### config.mk
export PLATFORM = sky130hd
export DESIGN_NAME = decryption_iter_flat
export DESIGN_NICKNAME = d
export VERILOG_FILES = /design/src/rtl/aes16_pkg.sv /design/src/rtl/decryption_iter_if.sv /design/src/rtl/aes16_inv_round.sv /design/src/rtl/decryption_iter.sv /design/src/flat_wrapper.sv
export SDC_FILE = /design/constraint.sdc
export NUM_CORES = 1
export LEC_CHECK = 0
export BUFFER_PORTS_ARGS = -buffer_cell sky130_fd_sc_hd__buf_2
export CORE_UTILIZATION = 50
export CTS_BUF_LIST = sky130_fd_sc_hd__clkbuf_2
export DETAILED_ROUTE_END_ITERATION = 12
export PLACE_DENSITY_LB_ADDON = 0.3
export SLEW_MARGIN = 25
export SYNTH_ARGS = -nofsm -noshare
export SYNTH_HDL_FRONTEND = slang
export SYNTH_SLANG_ARGS = --single-unit
### constraint.sdc
create_clock -name clk -period 7.15 [get_ports clk]
set_input_delay 0 -clock clk [delete_from_list [all_inputs] [get_ports clk]]
set_output_delay 0 -clock clk [all_outputs]
set_load 0.005 [all_outputs]
### src/rtl/aes16_pkg.sv
`default_nettype none
// ============================================================================
// Module      : aes16_pkg
// Description : S-box tables, GF(2^4) arithmetic, round and key-schedule
//               helpers for the 16-bit AES-style cipher.
// Revision    : 1.0
// ============================================================================
package aes16_pkg;

    localparam logic [1:0] ST_IDLE    = 2'd0;
    localparam logic [1:0] ST_EXPAND  = 2'd1;
    localparam logic [1:0] ST_DECRYPT = 2'd2;
    localparam logic [1:0] ST_DONE    = 2'd3;

    localparam logic [3:0] SBOX [16] = '{
        4'h9, 4'h4, 4'hA, 4'hB, 4'hD, 4'h1, 4'h8, 4'h5,
        4'h6, 4'h2, 4'h0, 4'h3, 4'hC, 4'hE, 4'hF, 4'h7};
    localparam logic [3:0] INV_SBOX [16] = '{
        4'hA, 4'h5, 4'h9, 4'hB, 4'h1, 4'h7, 4'h8, 4'hF,
        4'h6, 4'h0, 4'h2, 4'h3, 4'hC, 4'h4, 4'hD, 4'hE};

    // Multiply in GF(2^4) modulo x^4 + x + 1.
    function automatic logic [3:0] gf4_mul(input logic [3:0] a, input logic [3:0] b);
        logic [3:0] p;
        logic [3:0] aa;
        p  = 4'h0;
        aa = a;
        for (int i = 0; i < 4; i++) begin
            if (b[i]) p = p ^ aa;
            aa = {aa[2:0], 1'b0} ^ (aa[3] ? 4'h3 : 4'h0);
        end
        return p;
    endfunction

    // Round constant r is x^(r+3) placed in the upper nibble.
    function automatic logic [7:0] rcon(input logic [3:0] r);
        logic [3:0] p;
        p = 4'h8;
        for (int i = 0; i < 15; i++) begin
            if (i < int'(r)) p = gf4_mul(p, 4'h2);
        end
        return {p, 4'h0};
    endfunction

    function automatic logic [15:0] sub_nib(input logic [15:0] s);
        return {SBOX[s[15:12]], SBOX[s[11:8]], SBOX[s[7:4]], SBOX[s[3:0]]};
    endfunction

    function automatic logic [15:0] inv_sub_nib(input logic [15:0] s);
        return {INV_SBOX[s[15:12]], INV_SBOX[s[11:8]], INV_SBOX[s[7:4]], INV_SBOX[s[3:0]]};
    endfunction

    // Swapping nibbles 1 and 3 is its own inverse.
    function automatic logic [15:0] shift_row(input logic [15:0] s);
        return {s[15:12], s[3:0], s[7:4], s[11:8]};
    endfunction

    function automatic logic [15:0] mix_col(input logic [15:0] s);
        return {s[15:12] ^ gf4_mul(4'h4, s[11:8]), gf4_mul(4'h4, s[15:12]) ^ s[11:8],
                s[7:4] ^ gf4_mul(4'h4, s[3:0]),    gf4_mul(4'h4, s[7:4]) ^ s[3:0]};
    endfunction

    function automatic logic [15:0] inv_mix_col(input logic [15:0] s);
        return {gf4_mul(4'h9, s[15:12]) ^ gf4_mul(4'h2, s[11:8]),
                gf4_mul(4'h2, s[15:12]) ^ gf4_mul(4'h9, s[11:8]),
                gf4_mul(4'h9, s[7:4])   ^ gf4_mul(4'h2, s[3:0]),
                gf4_mul(4'h2, s[7:4])   ^ gf4_mul(4'h9, s[3:0])};
    endfunction

    // SubNib(RotNib(w)) on one key byte.
    function automatic logic [7:0] sub_rot(input logic [7:0] w);
        return {SBOX[w[3:0]], SBOX[w[7:4]]};
    endfunction

    function automatic logic [15:0] key_next(input logic [15:0] k, input logic [7:0] rc);
        logic [7:0] w2;
        w2 = k[15:8] ^ sub_rot(k[7:0]) ^ rc;
        return {w2, w2 ^ k[7:0]};
    endfunction

    function automatic logic [15:0] key_prev(input logic [15:0] k, input logic [7:0] rc);
        logic [7:0] w1;
        w1 = k[7:0] ^ k[15:8];
        return {k[15:8] ^ sub_rot(w1) ^ rc, w1};
    endfunction

endpackage
`default_nettype wire

### src/rtl/decryption_iter_if.sv
`default_nettype none
// ============================================================================
// Module      : decryption_iter_if
// Description : Ciphertext/key input and plaintext output handshakes.
// Revision    : 1.0
// ============================================================================
interface decryption_iter_if;
    logic        in_valid;
    logic        in_ready;
    logic [15:0] codein;
    logic [15:0] key;
    logic        out_valid;
    logic        out_ready;
    logic [15:0] codeout;

    modport master (output in_valid, codein, key, out_ready,
                    input  in_ready, out_valid, codeout);
    modport slave  (input  in_valid, codein, key, out_ready,
                    output in_ready, out_valid, codeout);
endinterface
`default_nettype wire

### src/rtl/aes16_inv_round.sv
`default_nettype none
// ============================================================================
// Module      : aes16_inv_round
// Description : One combinational inverse round plus one inverse key step.
// Revision    : 1.0
// ============================================================================
module aes16_inv_round
    import aes16_pkg::*;
(
    input  logic [15:0] st,
    input  logic [15:0] kr,
    input  logic [7:0]  rcon,
    output logic [15:0] st_next,
    output logic [15:0] kr_prev
);
    assign st_next = inv_sub_nib(shift_row(inv_mix_col(st ^ kr)));
    assign kr_prev = key_prev(kr, rcon);
endmodule
`default_nettype wire

### src/rtl/decryption_iter.sv
`default_nettype none
// ============================================================================
// Module      : decryption_iter
// Description : Iterative 16-bit AES-style decryptor, one inverse round/clk.
//               Define KEY_CACHE_EN to skip key expansion on a repeated key.
// Revision    : 1.0
// ============================================================================
module decryption_iter
    import aes16_pkg::*;
#(
    parameter int NUM_ROUNDS = 10
) (
    input  logic               clk,
    input  logic               rst,
    decryption_iter_if.slave   bus
);
    localparam logic [3:0] C_LAST_ROUND = 4'(NUM_ROUNDS - 1);

    logic [1:0]  r_state;
    logic [3:0]  r_ctr;
    logic [15:0] r_st;
    logic [15:0] r_kr;
    logic [15:0] r_codeout;
    logic [7:0]  w_rcon;
    logic [15:0] w_kr_fwd;
    logic [15:0] w_st_next;
    logic [15:0] w_kr_prev;

`ifdef KEY_CACHE_EN
    logic        r_cache_valid;
    logic [15:0] r_cache_key;
    logic [15:0] r_cache_kn;
    logic [15:0] r_key_in;
    logic        w_hit;
    assign w_hit = r_cache_valid && (bus.key == r_cache_key);
`endif

    assign w_rcon   = rcon(r_ctr);
    assign w_kr_fwd = key_next(r_kr, w_rcon);

    aes16_inv_round u_round (
        .st      (r_st),
        .kr      (r_kr),
        .rcon    (w_rcon),
        .st_next (w_st_next),
        .kr_prev (w_kr_prev)
    );

    assign bus.in_ready  = (r_state == ST_IDLE);
    assign bus.out_valid = (r_state == ST_DONE);
    assign bus.codeout   = r_codeout;

    always_ff @(posedge clk) begin
        if (rst) begin
            r_state   <= ST_IDLE;
            r_ctr     <= 4'd0;
            r_st      <= 16'h0;
            r_kr      <= 16'h0;
            r_codeout <= 16'h0;
`ifdef KEY_CACHE_EN
            r_cache_valid <= 1'b0;
            r_cache_key   <= 16'h0;
            r_cache_kn    <= 16'h0;
            r_key_in      <= 16'h0;
`endif
        end else begin
            case (r_state)
                ST_IDLE: begin
                    if (bus.in_valid) begin
                        r_st <= bus.codein;
`ifdef KEY_CACHE_EN
                        r_key_in <= bus.key;
                        if (w_hit) begin
                            r_kr    <= r_cache_kn;
                            r_ctr   <= C_LAST_ROUND;
                            r_state <= ST_DECRYPT;
                        end else begin
                            r_kr    <= bus.key;
                            r_ctr   <= 4'd0;
                            r_state <= ST_EXPAND;
                        end
`else
                        r_kr    <= bus.key;
                        r_ctr   <= 4'd0;
                        r_state <= ST_EXPAND;
`endif
                    end
                end
                ST_EXPAND: begin
                    r_kr <= w_kr_fwd;
                    // ctr stays at the last round so DECRYPT starts from K[NUM_ROUNDS].
                    if (r_ctr == C_LAST_ROUND) begin
                        r_state <= ST_DECRYPT;
`ifdef KEY_CACHE_EN
                        r_cache_valid <= 1'b1;
                        r_cache_key   <= r_key_in;
                        r_cache_kn    <= w_kr_fwd;
`endif
                    end else begin
                        r_ctr <= r_ctr + 4'd1;
                    end
                end
                ST_DECRYPT: begin
                    r_st <= w_st_next;
                    r_kr <= w_kr_prev;
                    if (r_ctr == 4'd0) begin
                        r_codeout <= w_st_next ^ w_kr_prev;
                        r_state   <= ST_DONE;
                    end else begin
                        r_ctr <= r_ctr - 4'd1;
                    end
                end
                ST_DONE: begin
                    if (bus.out_ready) r_state <= ST_IDLE;
                end
                default: r_state <= ST_IDLE;
            endcase
        end
    end
endmodule
`default_nettype wire

### src/flat_wrapper.sv
// flat-port wrapper written by rule: the top's interface ports become plain ports
module decryption_iter_flat import aes16_pkg::*;
#(
    parameter int NUM_ROUNDS = 10
)
  (clk, rst, bus_in_valid, bus_codein, bus_key, bus_out_ready, bus_in_ready, bus_out_valid, bus_codeout);
  decryption_iter_if bus_i ();
  input  logic clk;
  input  logic rst;
  input wire logic [$bits(bus_i.in_valid)-1:0] bus_in_valid;
  input wire logic [$bits(bus_i.codein)-1:0] bus_codein;
  input wire logic [$bits(bus_i.key)-1:0] bus_key;
  input wire logic [$bits(bus_i.out_ready)-1:0] bus_out_ready;
  output wire logic [$bits(bus_i.in_ready)-1:0] bus_in_ready;
  output wire logic [$bits(bus_i.out_valid)-1:0] bus_out_valid;
  output wire logic [$bits(bus_i.codeout)-1:0] bus_codeout;
  assign bus_i.in_valid = bus_in_valid;
  assign bus_i.codein = bus_codein;
  assign bus_i.key = bus_key;
  assign bus_i.out_ready = bus_out_ready;
  assign bus_in_ready = bus_i.in_ready;
  assign bus_out_valid = bus_i.out_valid;
  assign bus_codeout = bus_i.codeout;
  decryption_iter #(.NUM_ROUNDS(NUM_ROUNDS)) u_core (.clk(clk), .rst(rst), .bus(bus_i));
endmodule
==> results.txt <==
crit start category = register
CP Class = reg2reg
initial antenna violation count = 0
DR pass1 iterations = 7
synth warn = 0
finished layout cell area = 0.007527 mm2
Avg Inst Size Synth = 7.601 um2
crit-path max FO = 22
Cell Area, Synth = 0.006818 mm2
non-filler cells, final = 1114
R2R cell count = 19
Synth area leader = dfxtp_1
Critical Path RT = 7620 ps
clock sinks = 54
CTS Buf Count = 5
status = complete, no violations
dpl cells = 1072
Hold Vio Cnt, Final = 0
Worst Max-Slew Pin Slew = 1047 ps
largest net degree at the start of global routing = 58
Post-synth top flop = dfxtp_1
Worst Hold Depth = 5
Worst-path clk slew = 290 ps
die area = 0.01411 mm2
antenna-violating nets left = 0
Nets = 1028
H-tree depth = 2
number of fill cells = 1241
DRC viols = 0
post-detail-place hpwl = 14.13 mm
Hold Path Sink = u_core.r_st[15]$_SDFFE_PP0P_
number of global-route vias before repair = 6105
Setup Buffers After CTS = 0
Critical Path End Type = register
data arrival time of the critical path = 6400 ps
number of synthesized flops with an enable pin = 0
FP Rows = 42
grt ovf = 0
DR iter-0 viols = 687
Final Max Tran Viols = 0
GPL Wtd Cong = 0.9507
Max Fclk = 168.6 MHz
Synth Instances = 897
Post-synth top cells = nand2_1 (85), xnor2_1 (79), nor2_1 (75), a21oi_1 (66), ha_1 (55)
Ports = 54
min-delay worst type = in2reg
die outline height = 118.8 um
worst relative slew slack = 0.2993
Max clock buf depth = 2
GRT Total Usage = 0.2763
Worst R2R Setup Slack = 1220 ps
Placed Area = 0.007098 mm2
RSZ-0062 raised after global routing = no
Sum Neg Setup Slack = 0 ps
first-pass GRT wire length = 31.46 mm
async set-reset flop share out of synthesis = 0
total number of vias = 6640
HP Start = bus_in_valid
drt total wl = 19.66 mm
clk root buf = clkbuf_2
reg2reg end = u_core.r_kr[4]$_SDFFE_PP0P_
Yosys cell types = 87
chip width = 118.8 um
Tcrit/Tclk final = 0.8295
layout overhead on the synthesized area = 10.41%
max-cap violations = 0
Via density = 5.961
Final setup viols = 0
WL/cell = 17.65 um
Starting Density = 0.5128
reg-to-reg critical path startpoint = u_core.r_ctr[1]$_SDFFE_PP0P_
cell with the most instances after synthesis = nand2_1
CTS tree = yes
Core ar. = 0.01330 mm2
sequential area share after synthesis = 0.1586
#FFs+latches synth = 54
clock period minus worst slack = 5931 ps
share of the synthesized area in the top cell type = 0.1586
n_diodes = 0
syn_nets = 988
clk_lat worst skew = 530 ps
dominant cells by area after synthesis = dfxtp_1 (16%), xnor2_1 (10%), ha_1 (10%)
port buffer count = 53
layout cell share with drive strength beyond 1 = 0.1141
clk_skew = 25.23 ps
==> per-stage QoR <==
stage	setup slack, ps	hold WS, ps	util
final	1219	27.13	0.5662
after global routing	759.2	24.25	0.5662
after CTS	1266	4.081	0.5662
after detailed placement	1349	301.7	0.5339
after global placement	1450	293.5	0.5333
after floorplan	1844	201.2	-
==> placed cells by master, fill, tap and decap left out, types with 20 or more instances in the layout <==
cell type      count
nand2_1           85
xnor2_1           79
nor2_1            75
a21oi_1           66
ha_1              55
dfxtp_1           54
buf_2             53
o21ai_0           45
inv_1             38
xor2_1            36
a211oi_1          34
dlygate4sd3_1     34
mux2i_1           26
nor3_1            20
==> worst max path at each step <==
stage	start	endpoint	slack, ps	depth (start not counted)
6_report	u_core.r_ctr[1]$_SDFFE_PP0P_	u_core.r_kr[4]$_SDFFE_PP0P_	1220	19
4_1_cts	u_core.r_ctr[1]$_SDFFE_PP0P_	u_core.r_kr[4]$_SDFFE_PP0P_	1270	19
3_3_place_gp	u_core.r_ctr[1]$_SDFFE_PP0P_	u_core.r_kr[4]$_SDFFE_PP0P_	1450	20
2_1_floorplan	u_core.r_ctr[1]$_SDFFE_PP0P_	u_core.r_kr[4]$_SDFFE_PP0P_	1840	24
3_5_place_dp	u_core.r_ctr[1]$_SDFFE_PP0P_	u_core.r_kr[4]$_SDFFE_PP0P_	1350	19
5_1_grt	u_core.r_ctr[1]$_SDFFE_PP0P_	u_core.r_kr[12]$_SDFFE_PP0P_	760	20
==> sequential cells by signal, indices dropped and copies added, names as in the netlist <==
register and count:
u_core.r_st 16, u_core.r_ctr 4, u_core.bus.codeout 16, u_core.r_kr 16, u_core.r_state 2
==> layer usage <==
metal  vias to the layer above  routed length [um]  part of all wire  track usage
met1                      3087                9185              0.47       0.3780
met4                         0                 556             0.028      0.09968
li1                       3284                   -                 -            -
met3                        45                 759             0.039      0.02124
met5                         -                   0                 0            0
met2                       224                9160              0.47       0.4529
==> logic make-up (layout without fill, tap and decap cells) <==
logic type,Yosys count,count (layout),share of synthesized area
adders and majority gates,56,56,0.1024
AOI/OAI and AO/OA,267,267,0.2767
buffers and inverters,109,150,0.06864
xor gates and xnor gates,117,117,0.1534
DFF,54,54,0.1586
and+or+nand+nor,259,259,0.1795
muxes,35,35,0.06074
==> final cells by class <==
class | count | area, um2 | share of cell area
sequential | 54 | 1081 | 0.1436
clock buffer | 5 | 25.02 | 0.003324
clock inverter | 3 | 63.81 | 0.008477
multi-input combinational | 734 | 5280 | 0.7015
timing repair buffer | 99 | 695.7 | 0.09242
tap | 176 | 220.2 | 0.02926
inverter | 43 | 161.4 | 0.02144
==> worst max-delay path: stages, from the launching register on <==
cell	delay, ps
dfxtp_1	370
buf_4	200
inv_2	180
ha_1	590
nand2_1	260
inv_1	180
ha_1	540
mux2i_1	240
mux2_4	350
xnor2_1	160
or3_1	360
a21boi_2	170
xnor2_1	240
a21oi_1	130
o21ai_1	410
a21oi_4	120
a2111oi_2	540
xnor3_1	430
xnor2_1	150
o32ai_1	250
==> repair_timing <==
item	CTS	global route
hold buffers	34	0
endpoints found under the hold margin	33	0
gates resized for setup	0	0
Power is not shown: default switching activity piles up to over one toggle a cycle in this logic, so the estimate is an artifact.
